**src/rtl/hazard_scoreboard_if.sv**
```systemverilog
// ---------------------------------------------------------------------------
// hazard_scoreboard_if
// Groups the ID-stage instruction description and the hazard outputs that
// pass between the decode stage (master) and the hazard scoreboard (slave).
//
// Handshake: IDValid is the valid; !Stall is the ready. An instruction moves
// from ID to EXE (issues) on a rising edge where IDValid=1, Flush=0 and
// Stall=0. Anything else leaves the scoreboard state untouched apart from
// the normal per-cycle countdown. Flush squashes the ID instruction; it is
// never stalled, and Bubble tells the pipeline to put a NOP into ID/EXE.
//
// Signals
//   IDValid              valid instruction in ID
//   IDRs1/IDRs2          source register numbers
//   IDUsesRs1/IDUsesRs2  source is actually read
//   IDRd                 destination register number
//   IDWrites             instruction writes IDRd
//   IDIsLoad/IDIsMul     instruction class (mutually exclusive)
//   Flush                squash the ID instruction this cycle
//   Stall                hold PC and IF/ID (scoreboard output)
//   Bubble               insert NOP into ID/EXE (scoreboard output)
//   Busy                 some tracked result still pending (scoreboard output)
// ---------------------------------------------------------------------------
interface hazard_scoreboard_if;
  logic       IDValid;
  logic [5:0] IDRs1;
  logic [5:0] IDRs2;
  logic       IDUsesRs1;
  logic       IDUsesRs2;
  logic [5:0] IDRd;
  logic       IDWrites;
  logic       IDIsLoad;
  logic       IDIsMul;
  logic       Flush;
  logic       Stall;
  logic       Bubble;
  logic       Busy;

  modport master (
    output IDValid, IDRs1, IDRs2, IDUsesRs1, IDUsesRs2,
    output IDRd, IDWrites, IDIsLoad, IDIsMul, Flush,
    input  Stall, Bubble, Busy
  );

  modport slave (
    input  IDValid, IDRs1, IDRs2, IDUsesRs1, IDUsesRs2,
    input  IDRd, IDWrites, IDIsLoad, IDIsMul, Flush,
    output Stall, Bubble, Busy
  );
endinterface

```
**src/rtl/hazard_scoreboard.sv**
```systemverilog
// ---------------------------------------------------------------------------
// hazard_scoreboard
// Per-register pending-result counters for an in-order pipeline. A load
// result becomes forwardable one cycle after issue, a multiply result
// MUL_LAT cycles after issue; ALU results are always covered by forwarding.
// The single multiplier is not pipelined, so a second multiply waits until
// the occupancy counter has drained.
//
// Ports
//   clk  rising-edge clock
//   rst  synchronous active-high reset
//   sb   hazard_scoreboard_if.slave (ID instruction in, Stall/Bubble/Busy out)
//
// Parameter
//   MUL_LAT  multiply latency in cycles, legal 2..7 (fits the 3-bit counters)
// ---------------------------------------------------------------------------
module hazard_scoreboard #(
  parameter int unsigned MUL_LAT = 4
) (
  input  logic                  clk,
  input  logic                  rst,
  hazard_scoreboard_if.slave    sb
);

  localparam logic [2:0] MUL_LAT_C = 3'(MUL_LAT);

  logic [2:0] cnt [64];
  logic [2:0] mcnt;

  logic       src_hazard;
  logic       waw_hazard;
  logic       struct_hazard;
  logic       stall;
  logic       issue;
  logic       rd_set;
  logic [2:0] rd_lat;
  logic       busy;

  // Hazard detection is purely combinational from the registered counters
  // and the current ID fields, so Stall reacts in the same cycle.
  always_comb begin
    src_hazard    = (sb.IDUsesRs1 && (cnt[sb.IDRs1] != 3'd0)) ||
                    (sb.IDUsesRs2 && (cnt[sb.IDRs2] != 3'd0));
    waw_hazard    = sb.IDWrites && (sb.IDRd != 6'd0) && (cnt[sb.IDRd] != 3'd0);
    struct_hazard = sb.IDIsMul && (mcnt != 3'd0);
    stall         = sb.IDValid && !sb.Flush &&
                    (src_hazard || waw_hazard || struct_hazard);
    issue         = sb.IDValid && !sb.Flush && !stall;
    // ALU writers never mark their destination: forwarding covers them.
    rd_set        = issue && sb.IDWrites && (sb.IDRd != 6'd0) &&
                    (sb.IDIsLoad || sb.IDIsMul);
    rd_lat        = sb.IDIsLoad ? 3'd1 : MUL_LAT_C;
  end

  always_comb begin
    busy = (mcnt != 3'd0);
    for (int r = 1; r < 64; r++) begin
      busy = busy | (cnt[r] != 3'd0);
    end
  end

  assign sb.Stall  = stall;
  assign sb.Bubble = stall | (sb.IDValid & sb.Flush);
  assign sb.Busy   = busy;

  // Counters count down to zero every cycle; a fresh issue reloads the
  // counter and wins over the countdown. Register 0 is never tracked.
  always_ff @(posedge clk) begin
    if (rst) begin
      for (int r = 0; r < 64; r++) begin
        cnt[r] <= 3'd0;
      end
      mcnt <= 3'd0;
    end else begin
      cnt[0] <= 3'd0;
      for (int r = 1; r < 64; r++) begin
        if (rd_set && (sb.IDRd == 6'(r))) begin
          cnt[r] <= rd_lat;
        end else if (cnt[r] != 3'd0) begin
          cnt[r] <= cnt[r] - 3'd1;
        end
      end
      if (issue && sb.IDIsMul) begin
        mcnt <= MUL_LAT_C;
      end else if (mcnt != 3'd0) begin
        mcnt <= mcnt - 3'd1;
      end
    end
  end

endmodule
```
**src/flat_wrapper.sv**
```systemverilog
// flat-port wrapper written by rule: the top's interface ports become plain ports
module hazard_scoreboard_flat 
#(
  parameter int unsigned MUL_LAT = 4
)
  (clk, rst, sb_IDValid, sb_IDRs1, sb_IDRs2, sb_IDUsesRs1, sb_IDUsesRs2, sb_IDRd, sb_IDWrites, sb_IDIsLoad, sb_IDIsMul, sb_Flush, sb_Stall, sb_Bubble, sb_Busy);
  hazard_scoreboard_if sb_i ();
  input  logic clk;
  input  logic rst;
  input wire logic [$bits(sb_i.IDValid)-1:0] sb_IDValid;
  input wire logic [$bits(sb_i.IDRs1)-1:0] sb_IDRs1;
  input wire logic [$bits(sb_i.IDRs2)-1:0] sb_IDRs2;
  input wire logic [$bits(sb_i.IDUsesRs1)-1:0] sb_IDUsesRs1;
  input wire logic [$bits(sb_i.IDUsesRs2)-1:0] sb_IDUsesRs2;
  input wire logic [$bits(sb_i.IDRd)-1:0] sb_IDRd;
  input wire logic [$bits(sb_i.IDWrites)-1:0] sb_IDWrites;
  input wire logic [$bits(sb_i.IDIsLoad)-1:0] sb_IDIsLoad;
  input wire logic [$bits(sb_i.IDIsMul)-1:0] sb_IDIsMul;
  input wire logic [$bits(sb_i.Flush)-1:0] sb_Flush;
  output wire logic [$bits(sb_i.Stall)-1:0] sb_Stall;
  output wire logic [$bits(sb_i.Bubble)-1:0] sb_Bubble;
  output wire logic [$bits(sb_i.Busy)-1:0] sb_Busy;
  assign sb_i.IDValid = sb_IDValid;
  assign sb_i.IDRs1 = sb_IDRs1;
  assign sb_i.IDRs2 = sb_IDRs2;
  assign sb_i.IDUsesRs1 = sb_IDUsesRs1;
  assign sb_i.IDUsesRs2 = sb_IDUsesRs2;
  assign sb_i.IDRd = sb_IDRd;
  assign sb_i.IDWrites = sb_IDWrites;
  assign sb_i.IDIsLoad = sb_IDIsLoad;
  assign sb_i.IDIsMul = sb_IDIsMul;
  assign sb_i.Flush = sb_Flush;
  assign sb_Stall = sb_i.Stall;
  assign sb_Bubble = sb_i.Bubble;
  assign sb_Busy = sb_i.Busy;
  hazard_scoreboard #(.MUL_LAT(MUL_LAT)) u_core (.clk(clk), .rst(rst), .sb(sb_i));
endmodule
```
**config.mk**
```make
export PLATFORM = sky130hd
export DESIGN_NAME = hazard_scoreboard_flat
export DESIGN_NICKNAME = d
export VERILOG_FILES = /design/src/rtl/hazard_scoreboard_if.sv /design/src/rtl/hazard_scoreboard.sv /design/src/flat_wrapper.sv
export SDC_FILE = /design/constraint.sdc
export NUM_CORES = 1
export LEC_CHECK = 0
export ABC_AREA = 0
export BUFFER_PORTS_ARGS = -buffer_cell sky130_fd_sc_hd__buf_2
export CAP_MARGIN = 40
export CORE_MARGIN = 8
export CORE_UTILIZATION = 65
export CTS_CLUSTER_DIAMETER = 150
export DETAILED_ROUTE_END_ITERATION = 7
export PLACE_DENSITY = 0.84
export SLEW_MARGIN = 20
export SYNTH_ARGS = -nofsm -noshare
export SYNTH_HDL_FRONTEND = slang
export SYNTH_SLANG_ARGS = --single-unit
```
**constraint.sdc**
```tcl
create_clock -name clk -period 5.4 [get_ports clk]
set_clock_uncertainty 0.2 [all_clocks]
set_input_delay 0.81 -clock clk [delete_from_list [all_inputs] [get_ports clk]]
set_output_delay 0.81 -clock clk [all_outputs]
set_load 0.05 [all_outputs]
```
==> flow_summary.ini <==
[cts]
clockBufferDepth = 2
postCtsSetupBuffers = 0
clk_pin_slew_ps = 80
clk_latency_ps = 450
hold_buffers = 0
htree_levels = 4
clock-sinks = 192
tritoncts = built
cts_buffers = 17
cts_resized = 0
root_buffer = clkbuf_16

[drt]
drc = 1
ant_nets = 0
drt_iter0_drc = 2461
routed_wl_um = 58500
routedWlPerCell_um = 27.5
vias_per_cell = 7.46
drt-pass1-iter-count = 8
num_vias = 15800

[pwr]
vdd_drop_max_uv = 282
p_per_area_nw_per_um2 = 534
leakage_uw = 0.00689

[sta]
fin_crit_sh_pct = 92.1
finalSetupTns_ps = 0
slew_headroom_pct = 35.0
whs_ps = 378
rsz0062_at_grt = no
slew_violations = 0
timing.final.hold_violations = 0
fin_ws_ps = 429
worst_pin_slew_ps = 971
max_freq_mhz = 201
fin_crit_ps = 4970
finalSetupViolCount = 0

[logic_synthesis]
ys_ff_latch = 192
synth-seq-area-share_pct = 33.5
ys_warn_count = 0
async_flop_share_pct = 0
synth_area_um2 = 17100
synthCells = 1777
ys.flop_type = edfxtp_1
yosys-top-cells-area = edfxtp_1 33%, ha_1 9.4%, nor3_1 4.1%, mux2_2 3.8%, mux4_2 3.8%
synth_nets = 1933
synth_area_leader_cell = edfxtp_1
yosysUniqueCellTypes = 85
synth.top_cell.area_share_pct = 33.1
synth_edf_count = 189
postSynthAreaPerCell_um2 = 9.64

[floorplanning]
core_um2 = 26000
die_x_um = 178
die-area_um2 = 31800
start_util_pct = 65.9
ios = 30
rows = 59
die-height_um = 178

[grt]
grt_use_met3_pct = 10.3
grt_overflow = 0
grt_max_degree = 84
grt_pass1_vias = 15200
antenna_found_initial = 2
grt_pass1_wl_um = 88400
grtUsageMet2_pct = 55.8
met1_usage_pct = 45.5
grt_busiest_layer = met2
track_usage_pct = 36.6

[job]
drv_cap = 0

[critical_path]
worstSetupPathType = in -> out
critPathMaxFanout = 21
crit_path_end_kind = primary output
r2r_slack_ps = 890
worst_ep_arrival_time_ps = 3960
startpoint = sb_IDRd[0]
start_kind = input pin
regToRegStartpoint = u_core.cnt[27][0]$_SDFFCE_PN0P_
required_ps = 4390

[layout]
area_delta_synth_final_pct = 6.80
drive_above_1_share_pct = 17.4
seqCellArea_um2 = 5740
fill_cells = 1975
nNetsFinal = 1931
finalNonFillerCells = 2124
multi_input_area_um2 = 10300

[status]
violations = DRC
outcome = finished with violations

[placement]
place.detailed.hpwl_um = 43400
place_ws_ps = 530
dp_cells = 2088
io_buffers = 29
gp_congestion = 1.09

[worst_hold_path]
hold_path.startpoint = u_core.mcnt[2]$_SDFFE_PP0P_
hold_path_class = reg -> reg
==> path summary, 6_finish.rpt <==
| check | endpoint | cells past startpoint |
|---|---|---|
| setup / recovery | sb_Bubble | 9 |
| hold / removal | u_core.mcnt[2]$_SDFFE_PP0P_ | 2 |
| setup reg to reg | u_core.cnt[38][0]$_SDFFCE_PP0P_ | 9 |
| hold reg to reg | u_core.mcnt[2]$_SDFFE_PP0P_ | 2 |
==> final cells by class <==
class / count / area share, %
clock buffer: 20 / 2.50
antenna: 1 / 0.0137
inverter: 165 / 3.39
timing repair buffer: 87 / 3.54
multi-input combinational: 1312 / 56.3
tap: 335 / 2.29
sequential: 192 / 31.4
clock inverter: 12 / 0.616
==> routing by layer <==
layer,share of wire (%),wire length (um)
met5,0.017,10
met4,7.2,4190
met2,44,25400
met3,14,7980
met1,36,20800
==> registers in the layout, indices dropped and copies added, names as in the netlist <==
name and cells:
u_core.cnt 189, u_core.mcnt 3
==> kinds of logic after synthesis <==
family | after synthesis | synth area share (%)
xor gates and xnor gates | 1 | 0.0512
and+or+nand+nor | 745 | 25.1
AOI/OAI and AO/OA | 269 | 12.4
adders and majority gates | 129 | 9.43
DFF | 192 | 33.5
buffers and inverters | 273 | 6.63
muxes | 168 | 12.9
==> placed cells by master (no fill, tap or decap), types with 21 or more instances in the layout <==
master	synthesis	layout
edfxtp_1	189	189
inv_1	165	165
nor2_1	167	165
nor3_1	141	140
ha_1	129	129
nor2b_1	73	72
nor4_1	65	63
mux2i_1	61	61
mux2_2	58	58
nand4_1	56	56
buf_4	5	48
nand2_1	41	41
nor4b_1	40	40
nand3b_1	33	33
buf_2	28	30
mux4_2	29	29
nand3_1	29	29
or3b_2	26	26
a21oi_1	25	25
o311ai_0	21	21
o22ai_1	21	21
a22oi_1	21	21
==> Yosys cell counts (all sizes together), types with 14 or more instances <==
master,instances
a211oi,15
a21oi,25
a22oi,21
a31o,20
buf,48
clkbuf,60
edfxtp,189
ha,129
inv,165
mux2,78
mux2i,61
mux4,29
nand2,41
nand2b,14
nand3,40
nand3b,33
nand4,56
nor2,168
nor2b,73
nor3,141
nor4,66
nor4b,40
o211ai,20
o22ai,21
o311ai,24
o31ai,17
or2,16
or3b,26
==> power breakdown <==
part           switching (uW)  internal, uW
logic                    2810          2080
clock network             664           637
registers                 948          2630
total                    4420          5350
==> per-stage QoR <==
stage / utilization (%) / cell area [um^2] / power, uW
floorplan: - / 17100 / 6760
global placement: 67.7 / 17600 / 7970
detailed placement: 68.1 / 17700 / 8250
CTS: 70.3 / 18300 / 9540
global route: 70.4 / 18300 / 10300
finish: 70.4 / 18300 / 9760
==> worst max-delay path, stage by stage <==
cell and delay (ps):
buf_2 240, buf_4 280, o311ai_0 550, a41oi_1 210
a2111oi_2 510, o211ai_2 260, a211o_1 400, o41a_1 460
buf_2 230
Note: power is estimated with default switching activity, not from simulation.
